===== config.mk =====
export PLATFORM = sky130hd
export DESIGN_NAME = float_round_arbiter
export DESIGN_NICKNAME = d
export VERILOG_FILES = /design/src/rtl/float_round_arbiter.sv
export SDC_FILE = /design/constraint.sdc
export NUM_CORES = 1
export LEC_CHECK = 0
export ABC_AREA = 1
export CORE_MARGIN = 2
export CORE_UTILIZATION = 42
export CTS_BUF_LIST = sky130_fd_sc_hd__clkbuf_16
export DETAILED_ROUTE_END_ITERATION = 10
export PLACE_DENSITY = 0.78
export SKIP_LAST_GASP = 1
export SLEW_MARGIN = 0
export SYNTH_ARGS = -nofsm -noshare
export SYNTH_HDL_FRONTEND = slang
export SYNTH_SLANG_ARGS = --single-unit

===== constraint.sdc =====
create_clock -name clock -period 3.3 [get_ports clock]
set_input_delay 0.99 -clock clock [delete_from_list [all_inputs] [get_ports clock]]
set_output_delay 0.99 -clock clock [all_outputs]
set_load 0.005 [all_outputs]

===== src/rtl/float_round_arbiter.sv =====
`default_nettype none
// ============================================================================
// Module      : float_round_arbiter
// Description : Round-robin arbiter feeding a two-stage round-to-nearest-even
//               pipeline for unrounded floats (capture stage S1, result S2).
// Revision    : 1.0 - initial release
// ============================================================================
module float_round_arbiter #(
    parameter int EXP     = 8,
    parameter int FRAC    = 23,
    parameter int NUM_REQ = 4
) (
    input  logic                              clock,
    input  logic                              resetn,
    input  logic [NUM_REQ-1:0]                in_valid,
    output logic [NUM_REQ-1:0]                in_ready,
    input  logic [NUM_REQ*(1+EXP+FRAC)-1:0]   in_data,
    input  logic [NUM_REQ*2-1:0]              in_trailing,
    input  logic [NUM_REQ-1:0]                in_sticky,
    input  logic [NUM_REQ-1:0]                in_is_nan,
    output logic                              out_valid,
    input  logic                              out_ready,
    output logic [EXP+FRAC:0]                 out_data,
    output logic [((NUM_REQ > 1) ? $clog2(NUM_REQ) : 1)-1:0] out_id
);

    localparam int c_W   = 1 + EXP + FRAC;
    localparam int c_M   = EXP + FRAC;
    localparam int c_IDW = (NUM_REQ > 1) ? $clog2(NUM_REQ) : 1;

    logic [c_W-1:0]   w_req_data  [NUM_REQ];
    logic [1:0]       w_req_trail [NUM_REQ];

    for (genvar gi = 0; gi < NUM_REQ; gi++) begin : g_unpack
        assign w_req_data[gi]  = in_data[gi*c_W +: c_W];
        assign w_req_trail[gi] = in_trailing[gi*2 +: 2];
    end

    logic             r_s1_valid_q, w_s1_valid_d;
    logic [c_W-1:0]   r_s1_data_q,  w_s1_data_d;
    logic [1:0]       r_s1_trail_q, w_s1_trail_d;
    logic             r_s1_sticky_q, w_s1_sticky_d;
    logic             r_s1_nan_q,   w_s1_nan_d;
    logic [c_IDW-1:0] r_s1_id_q,    w_s1_id_d;
    logic             r_s2_valid_q, w_s2_valid_d;
    logic [c_W-1:0]   r_s2_data_q,  w_s2_data_d;
    logic [c_IDW-1:0] r_s2_id_q,    w_s2_id_d;
    logic [c_IDW-1:0] r_ptr_q,      w_ptr_d;

    logic             w_grant_found;
    logic [c_IDW-1:0] w_grant_idx;
    logic [c_IDW:0]   w_cand_wide;
    logic [c_IDW-1:0] w_cand;
    logic             w_s1_to_s2;
    logic             w_s1_accept;
    logic             w_take;
    logic [NUM_REQ-1:0] w_in_ready;

    // Search starts at the pointer and wraps; first valid candidate wins.
    always_comb begin
        w_grant_found = 1'b0;
        w_grant_idx   = '0;
        w_cand_wide   = '0;
        w_cand        = '0;
        for (int k = 0; k < NUM_REQ; k++) begin
            w_cand_wide = {1'b0, r_ptr_q} + (c_IDW+1)'(k);
            if (w_cand_wide >= (c_IDW+1)'(NUM_REQ)) begin
                w_cand_wide = w_cand_wide - (c_IDW+1)'(NUM_REQ);
            end
            w_cand = w_cand_wide[c_IDW-1:0];
            if (!w_grant_found && in_valid[w_cand]) begin
                w_grant_found = 1'b1;
                w_grant_idx   = w_cand;
            end
        end
    end

    assign w_s1_to_s2  = r_s1_valid_q & (~r_s2_valid_q | out_ready);
    assign w_s1_accept = resetn & (~r_s1_valid_q | w_s1_to_s2);
    assign w_take      = w_s1_accept & w_grant_found;

    always_comb begin
        w_in_ready = '0;
        if (w_take) begin
            w_in_ready[w_grant_idx] = 1'b1;
        end
    end

    assign in_ready = w_in_ready;

    logic             w_round_up;
    logic [c_M-1:0]   w_sum;
    logic [EXP-1:0]   w_exp_out;
    logic [FRAC-1:0]  w_frac_out;
    logic [c_W-1:0]   w_rounded;

    // Carry out of the fraction flows naturally into the exponent field.
    assign w_round_up = r_s1_trail_q[1] & (r_s1_trail_q[0] | r_s1_sticky_q | r_s1_data_q[0]);
    assign w_sum      = r_s1_data_q[c_M-1:0] + {{(c_M-1){1'b0}}, w_round_up};
    assign w_exp_out  = w_sum[c_M-1:FRAC];

    always_comb begin
        w_frac_out = w_sum[FRAC-1:0];
        if (r_s1_nan_q) begin
            w_frac_out = r_s1_data_q[FRAC-1:0];
        end else if (&w_exp_out) begin
            w_frac_out = '0;
        end
    end

    assign w_rounded = {r_s1_data_q[c_W-1], w_exp_out, w_frac_out};

    always_comb begin
        w_s1_valid_d  = w_take | (r_s1_valid_q & ~w_s1_to_s2);
        w_s1_data_d   = r_s1_data_q;
        w_s1_trail_d  = r_s1_trail_q;
        w_s1_sticky_d = r_s1_sticky_q;
        w_s1_nan_d    = r_s1_nan_q;
        w_s1_id_d     = r_s1_id_q;
        w_ptr_d       = r_ptr_q;
        if (w_take) begin
            w_s1_data_d   = w_req_data[w_grant_idx];
            w_s1_trail_d  = w_req_trail[w_grant_idx];
            w_s1_sticky_d = in_sticky[w_grant_idx];
            w_s1_nan_d    = in_is_nan[w_grant_idx];
            w_s1_id_d     = w_grant_idx;
            w_ptr_d       = (w_grant_idx == c_IDW'(NUM_REQ-1)) ? '0
                                                             : w_grant_idx + c_IDW'(1);
        end
        w_s2_valid_d = w_s1_to_s2 | (r_s2_valid_q & ~out_ready);
        w_s2_data_d  = w_s1_to_s2 ? w_rounded : r_s2_data_q;
        w_s2_id_d    = w_s1_to_s2 ? r_s1_id_q : r_s2_id_q;
    end

    always_ff @(posedge clock) begin
        if (!resetn) begin
            r_s1_valid_q  <= 1'b0;
            r_s1_data_q   <= '0;
            r_s1_trail_q  <= '0;
            r_s1_sticky_q <= 1'b0;
            r_s1_nan_q    <= 1'b0;
            r_s1_id_q     <= '0;
            r_s2_valid_q  <= 1'b0;
            r_s2_data_q   <= '0;
            r_s2_id_q     <= '0;
            r_ptr_q       <= '0;
        end else begin
            r_s1_valid_q  <= w_s1_valid_d;
            r_s1_data_q   <= w_s1_data_d;
            r_s1_trail_q  <= w_s1_trail_d;
            r_s1_sticky_q <= w_s1_sticky_d;
            r_s1_nan_q    <= w_s1_nan_d;
            r_s1_id_q     <= w_s1_id_d;
            r_s2_valid_q  <= w_s2_valid_d;
            r_s2_data_q   <= w_s2_data_d;
            r_s2_id_q     <= w_s2_id_d;
            r_ptr_q       <= w_ptr_d;
        end
    end

    // Outputs read as zero while reset is asserted, not only after its edge.
    assign out_valid = r_s2_valid_q & resetn;
    assign out_data  = resetn ? r_s2_data_q : '0;
    assign out_id    = resetn ? r_s2_id_q : '0;

endmodule
`default_nettype wire


[Word-level counts from Yosys, hierarchy flattened]
Cells that the tools add are included.
W data, S select, Z words.
Operators by class
  add/sub/neg operators: 9
  eq/ne operators: 1
  $lt $le $gt $ge: 11
  reduce and logical (&&, ||, !) cells: 8
  muxes and demuxes: 38
  bitwise gates (word level): 18
Operators by type and width (number)
  $mux W32: 3
  $bmux W32 S2: 1
  $mux W23: 2
  $add A31 B1 Y31: 1
  $mux W2: 12
  $lt A2 B3 Y1 const B: 5
  $bmux W1 S2: 6
  $ge A3 B3 Y1 const B: 4
  $mux W1: 11
  $reduce_and A8 Y1: 1
  $sub A2 B1 Y2 const B: 4
  $and A1 B1 Y1: 7
  $add A2 B2 Y3 const B: 2
  $or A1 B1 Y1: 6
  $bmux W2 S2: 1
  $logic_and A1 B1 Y1: 4
  $mux W4: 1
  $not A1 Y1: 4
  $add A2 B1 Y3 const B: 1
  $ge A2 B3 Y1 const B: 1
  $logic_not A1 Y1: 3
  $not A2 Y3: 1
  $add A2 B1 Y2 const B: 1
  $demux W1 S2: 1
  2 further kinds: 2
Word-level totals
  register bits: 76
  input bits: 151

[Depth between registers and ports, before layout]
  depth after elaboration: 19
  depth in mapped cells: 17

[Worst setup path after synthesis]
OpenSTA, ideal clock, no wires.
  kind: in2out
  start: input port in_valid[1]
  end: output port in_ready[2]
  cell stages on the path: 14
  required time: 2310 ps
  slack: -57 ps
  buffers on the path: 2
  data arrival time: 2367 ps
  cells stage by stage: inv_1 -> nand2_2 -> nand3_1 -> nand2_2 -> nor2_4 -> nand3_1 -> nand3_1 -> nand2_1 -> buf_4 -> inv_4 -> buf_2 -> ha_1 -> inv_1 -> nor2_1
On the way
  cells in the longest elaborated chain, start to end: 17
  elaborated cells between the ends (all ways): 29
Ends and longest elaborated chain
  start, declared: RTL line 15  | input logic [NUM_REQ-1:0] in_valid,
  $bmux W1 S2: RTL line 71  | if (!w_grant_found && in_valid[w_cand]) begin
  $mux W1 (not written as such): RTL line 71
  $mux W1: RTL line 71
  $logic_not A1 Y1: RTL line 71
  $logic_and A1 B1 Y1: RTL line 71
  $mux W1: RTL line 71
  $logic_not A1 Y1: RTL line 71
  $logic_and A1 B1 Y1: RTL line 71
  [2 not listed]
  $logic_and A1 B1 Y1: RTL line 71
  $mux W2 *: RTL line 71
  net w_grant_idx[1]: RTL line 51  | logic [c_IDW-1:0] w_grant_idx;
  $lt A2 B3 Y1 (not written as such) / $ge A2 B1 Y1 (equally long branches): RTL line 85  | w_in_ready[w_grant_idx] = 1'b1;
  $logic_and A1 B1 Y1 (not written as such): RTL line 85
  $mux W1 (not written as such): RTL line 85
  $demux W1 S2 *: RTL line 85
  $mux W4 *: RTL line 84  | if (w_take) begin
  end, declared: RTL line 16  | output logic [NUM_REQ-1:0] in_ready,
The timed path passes the listed nets; every way through them passes the cells marked *. The select of a mux whose other input is x is not followed.

[Final worst setup path]
  start: input port in_valid[2]
  end: output port in_ready[1]
On the way
  cells in the longest elaborated chain, start to end: 17
  elaborated cells between the ends (all ways): 29
Ends and longest elaborated chain (RTL line)
  $bmux W1 S2: 71
  $mux W1 (not written as such): 71
  $mux W1: 71
  $logic_not A1 Y1: 71
  $logic_and A1 B1 Y1: 71
  $mux W1: 71
  $logic_not A1 Y1: 71
  $logic_and A1 B1 Y1: 71
  $mux W1: 71
  $logic_not A1 Y1: 71
  $logic_and A1 B1 Y1: 71
  $mux W2: 71
  $lt A2 B3 Y1 (not written as such) / $ge A2 B1 Y1 (equally long branches): 85
  $logic_and A1 B1 Y1 (not written as such): 85
  $mux W1 (not written as such): 85
  $demux W1 S2: 85
  $mux W4 *: 84
Every way passes the cells marked *; elsewhere a longest branch is shown, timed or not. The select of a mux whose other input is x is not followed.

==> impl_metrics.yaml <==
synth:
  ys_ff_latch: 76
  syn-cell-area_um2: 5450
  synth_fp_nets: 1116
  synth_compound_gate_area_share_pct: 6.68
  synth_top_cell_by_area: "dfxtp_1"
  synthSimpleGateAreaFrac_pct: 48.9
  yosysWarnings: 0
  avgSynthCellArea_um2: 5.67
  synthTopCellsByArea: "dfxtp_1, nand2_1, nand3_1, inv_1, nor2_1"
  synth_cells: 960
  synthAdderAreaFrac_pct: 1.15
  synthMuxAreaShare_pct: 0
  synth_top_family_by_area: "simple AND/OR/NAND/NOR gates"
  ys_types: 36
  synth-seq-area-share_pct: 27.9
  synth_top_area_share_pct: 27.9
  synth-xor-area-share_pct: 2.41
pwr:
  internal_power_mw: 3.66
  switching_power_mw: 3.67
  max-vdd-ir-drop_uv: 1460
  seqPwrFrac_pct: 22.2
  clkPwrFrac_pct: 11.8
  p_leak_nw: 3.92
  power_density_nw_per_um2: 918
  switching_share_pct: 50.0
  comb_power_share_pct: 66.0
layout:
  drive_above_1_share_pct: 9.45
  final_cells: 1326
  antennaDiodeCount: 0
  nNetsFinal: 1305
  final_area_um2: 7990
  area_growth_pct: 46.7
sta:
  max_freq_ghz: 0.306
  period_needed_ns: 3.27
  final_hold_viol_count: 0
  tightest_slew_ns: 0.665
  setup-tns-final_ns: 0
  finalMaxSlewViolations: 0
  rsz0062_at_grt: "yes"
  slew_headroom_pct: 55.6
  finalCritPeriodShare_pct: 99.1
  finalSetupViolCount: 0
  clock_skew_ns: 0.00528
floorplanning:
  die_area_um2: 13900
  start_util_pct: 43.2
  die_w_um: 118
  rows: 41
  fp.dieH_um: 118
  core_um2: 12600
  io_pins: 190
grt:
  first_global_vias: 6130
  grtUsageTotal_pct: 26.6
  grt_overflow_total: 0
  grt_pass1_wl_mm: 30.0
  grt_max_degree: 72
  antenna_found_initial: 0
detailed_routing:
  dr.pass1.iters: 6
  drc: 0
  wl_per_cell_um: 14.0
  post_drt_via_cell_ratio: 4.85
  final_antenna_net_count: 0
  vias: 6429
  drt_iter0_markers: 455
  wl_mm: 18.5
placement:
  postPlaceCellArea_um2: 7510
  place_congestion: 0.970
  post-place-cells: 1303
  hpwl_mm: 14.6
  io_buffers: 189
setup_path:
  critical_path_class: "primary input to output pin"
  cp.required_ns: 2.31
  path_max_fanout: 4
  start_kind: "primary input"
  endpoint_kind: "output pin"
  arrival_ns: 2.28
clock_tree:
  clock_sinks: 76
  cts_buffer_depth: 2
  cts_max_level: 3
  numCtsBuffers: 9
  clk_pin_slew_worst_paths_ns: 0.06
  root_buffer: "clkbuf_16"
  tritoncts: "yes"
  insertion_delay_ns: 0.33
min_path:
  hp-class: "register to register"
outcome:
  status: "finished, final reports clean"
flow_run:
  cap_violations: 0
synth_stat cells, drive strengths merged:
| cell | number |
|---|---|
| ha | 5 |
| a21oi | 28 |
| nor3 | 7 |
| and2 | 1 |
| nand4 | 11 |
| xnor2 | 5 |
| inv | 114 |
| nand3 | 107 |
| clkinv | 1 |
| dfxtp | 76 |
| nor4 | 1 |
| buf | 26 |
| o21a | 1 |
| a31oi | 3 |
| xor2 | 10 |
| clkbuf | 18 |
| nand3b | 1 |
| nor2 | 100 |
| or2 | 8 |
| o22a | 3 |
| nand2 | 404 |
| o22ai | 3 |
| o21ai | 20 |
| o211ai | 7 |
final timing paths:
check                                     from                           end  slack [ns]  cells past startpoint
setup / recovery                   in_valid[2]                   in_ready[1]        0.03                     15
setup reg to reg       r_ptr_q[1]$_SDFFE_PN0P_  r_s1_data_q[11]$_SDFFE_PN0P_        0.50                     19
hold reg to reg   r_s1_data_q[31]$_SDFFE_PN0P_  r_s2_data_q[31]$_SDFFE_PN0P_        0.50                      1
hold / removal    r_s1_data_q[31]$_SDFFE_PN0P_  r_s2_data_q[31]$_SDFFE_PN0P_        0.50                      1
power groups by stage:
stage	combinational, mW	clock [mW]	sequential (mW)
finish	4.84	0.864	1.63
floorplan	3.32	0	1.49
detailed placement	4.40	0	1.63
global placement	4.37	0	1.62
CTS	4.75	0.875	1.61
global route	5.45	0.929	1.67
kinds of logic after synthesis:
logic type	count (synthesis)
AND/OR/NAND/NOR	640
buffers and inverters	159
flip-flops	76
AO/OA/AOI/OAI	65
XOR/XNOR	15
adder cells (fa/ha/maj)	5
state kept, by name (all words and copies together) (netlist names):
signal	cells
r_s2_valid_q	1
r_s1_data_q	32
r_s1_trail_q	2
r_s2_data_q	32
r_s1_nan_q	1
r_s1_sticky_q	1
r_s1_valid_q	1
r_ptr_q	2
r_s2_id_q	2
r_s1_id_q	2
layout make-up:
class | count | area (um^2)
fillers | 1233 | 4630
multi-input cells | 725 | 3370
repair buffers | 222 | 2170
flip-flops and latches | 76 | 1520
inverters | 115 | 449
clock buffers | 9 | 225
well taps | 172 | 215
clock inverters | 7 | 36.3
metrics by stage:
stage / hold slack (ns) / total power, mW / setup WS [ns] / util [%]
after global routing: 0.537 / 8.05 / -0.0615 / 63.3
after floorplan: 0.453 / 4.80 / 0.0183 / -
after CTS: 0.495 / 7.24 / 0.00961 / 62.7
after global placement: 0.467 / 5.99 / -0.791 / 59.5
final: 0.499 / 7.34 / 0.0296 / 63.3
after detailed placement: 0.482 / 6.02 / -0.817 / 59.5
layout by cell type (no fill, tap or decap), types with 6 or more instances in the layout:
| cell type | synthesis | routed |
|---|---|---|
| nand3_2 | 5 | 6 |
| xor2_1 | 10 | 10 |
| o21ai_0 | 20 | 19 |
| nand4_1 | 11 | 11 |
| inv_1 | 106 | 101 |
| clkdlybuf4s50_1 | 0 | 180 |
| o211ai_1 | 7 | 7 |
| buf_4 | 9 | 26 |
| nor3_1 | 6 | 6 |
| nand3_1 | 102 | 97 |
| dfxtp_1 | 76 | 76 |
| inv_2 | 7 | 10 |
| clkbuf_16 | 0 | 9 |
| nand2_1 | 396 | 386 |
| nor2_1 | 98 | 98 |
| nand2_2 | 7 | 13 |
| a21oi_1 | 28 | 28 |
| buf_6 | 8 | 8 |
what timing repair did:
action / in CTS / in global routing
hold buffers: 0 / 0
resized for setup: 68 / 17
setup endpoints to repair: 4 / 4
setup buffers: 6 / 2
pin swaps: 16 / 9
critical path, stage by stage:
cell	delay, ns
buf_6	0.10
inv_4	0.05
nand2_4	0.06
nand3_4	0.10
nand2_4	0.06
nor2_4	0.15
buf_6	0.12
nand3_4	0.07
nand3_4	0.08
buf_6	0.13
inv_6	0.04
ha_4	0.14
inv_2	0.04
nor2_1	0.03
buf_2	0.12
per-layer routing:
| metal | vias up | GRT usage, % | wire length [um] |
|---|---|---|---|
| met3 | 30 | 6.20 | 1310 |
| met4 | 0 | 7.98 | 425 |
| met2 | 243 | 42.4 | 8270 |
| li1 | 3347 | - | - |
| met1 | 2809 | 35.6 | 8520 |
| met5 | - | 0 | 0 |
Note: power is estimated with default switching activity, not from simulation.
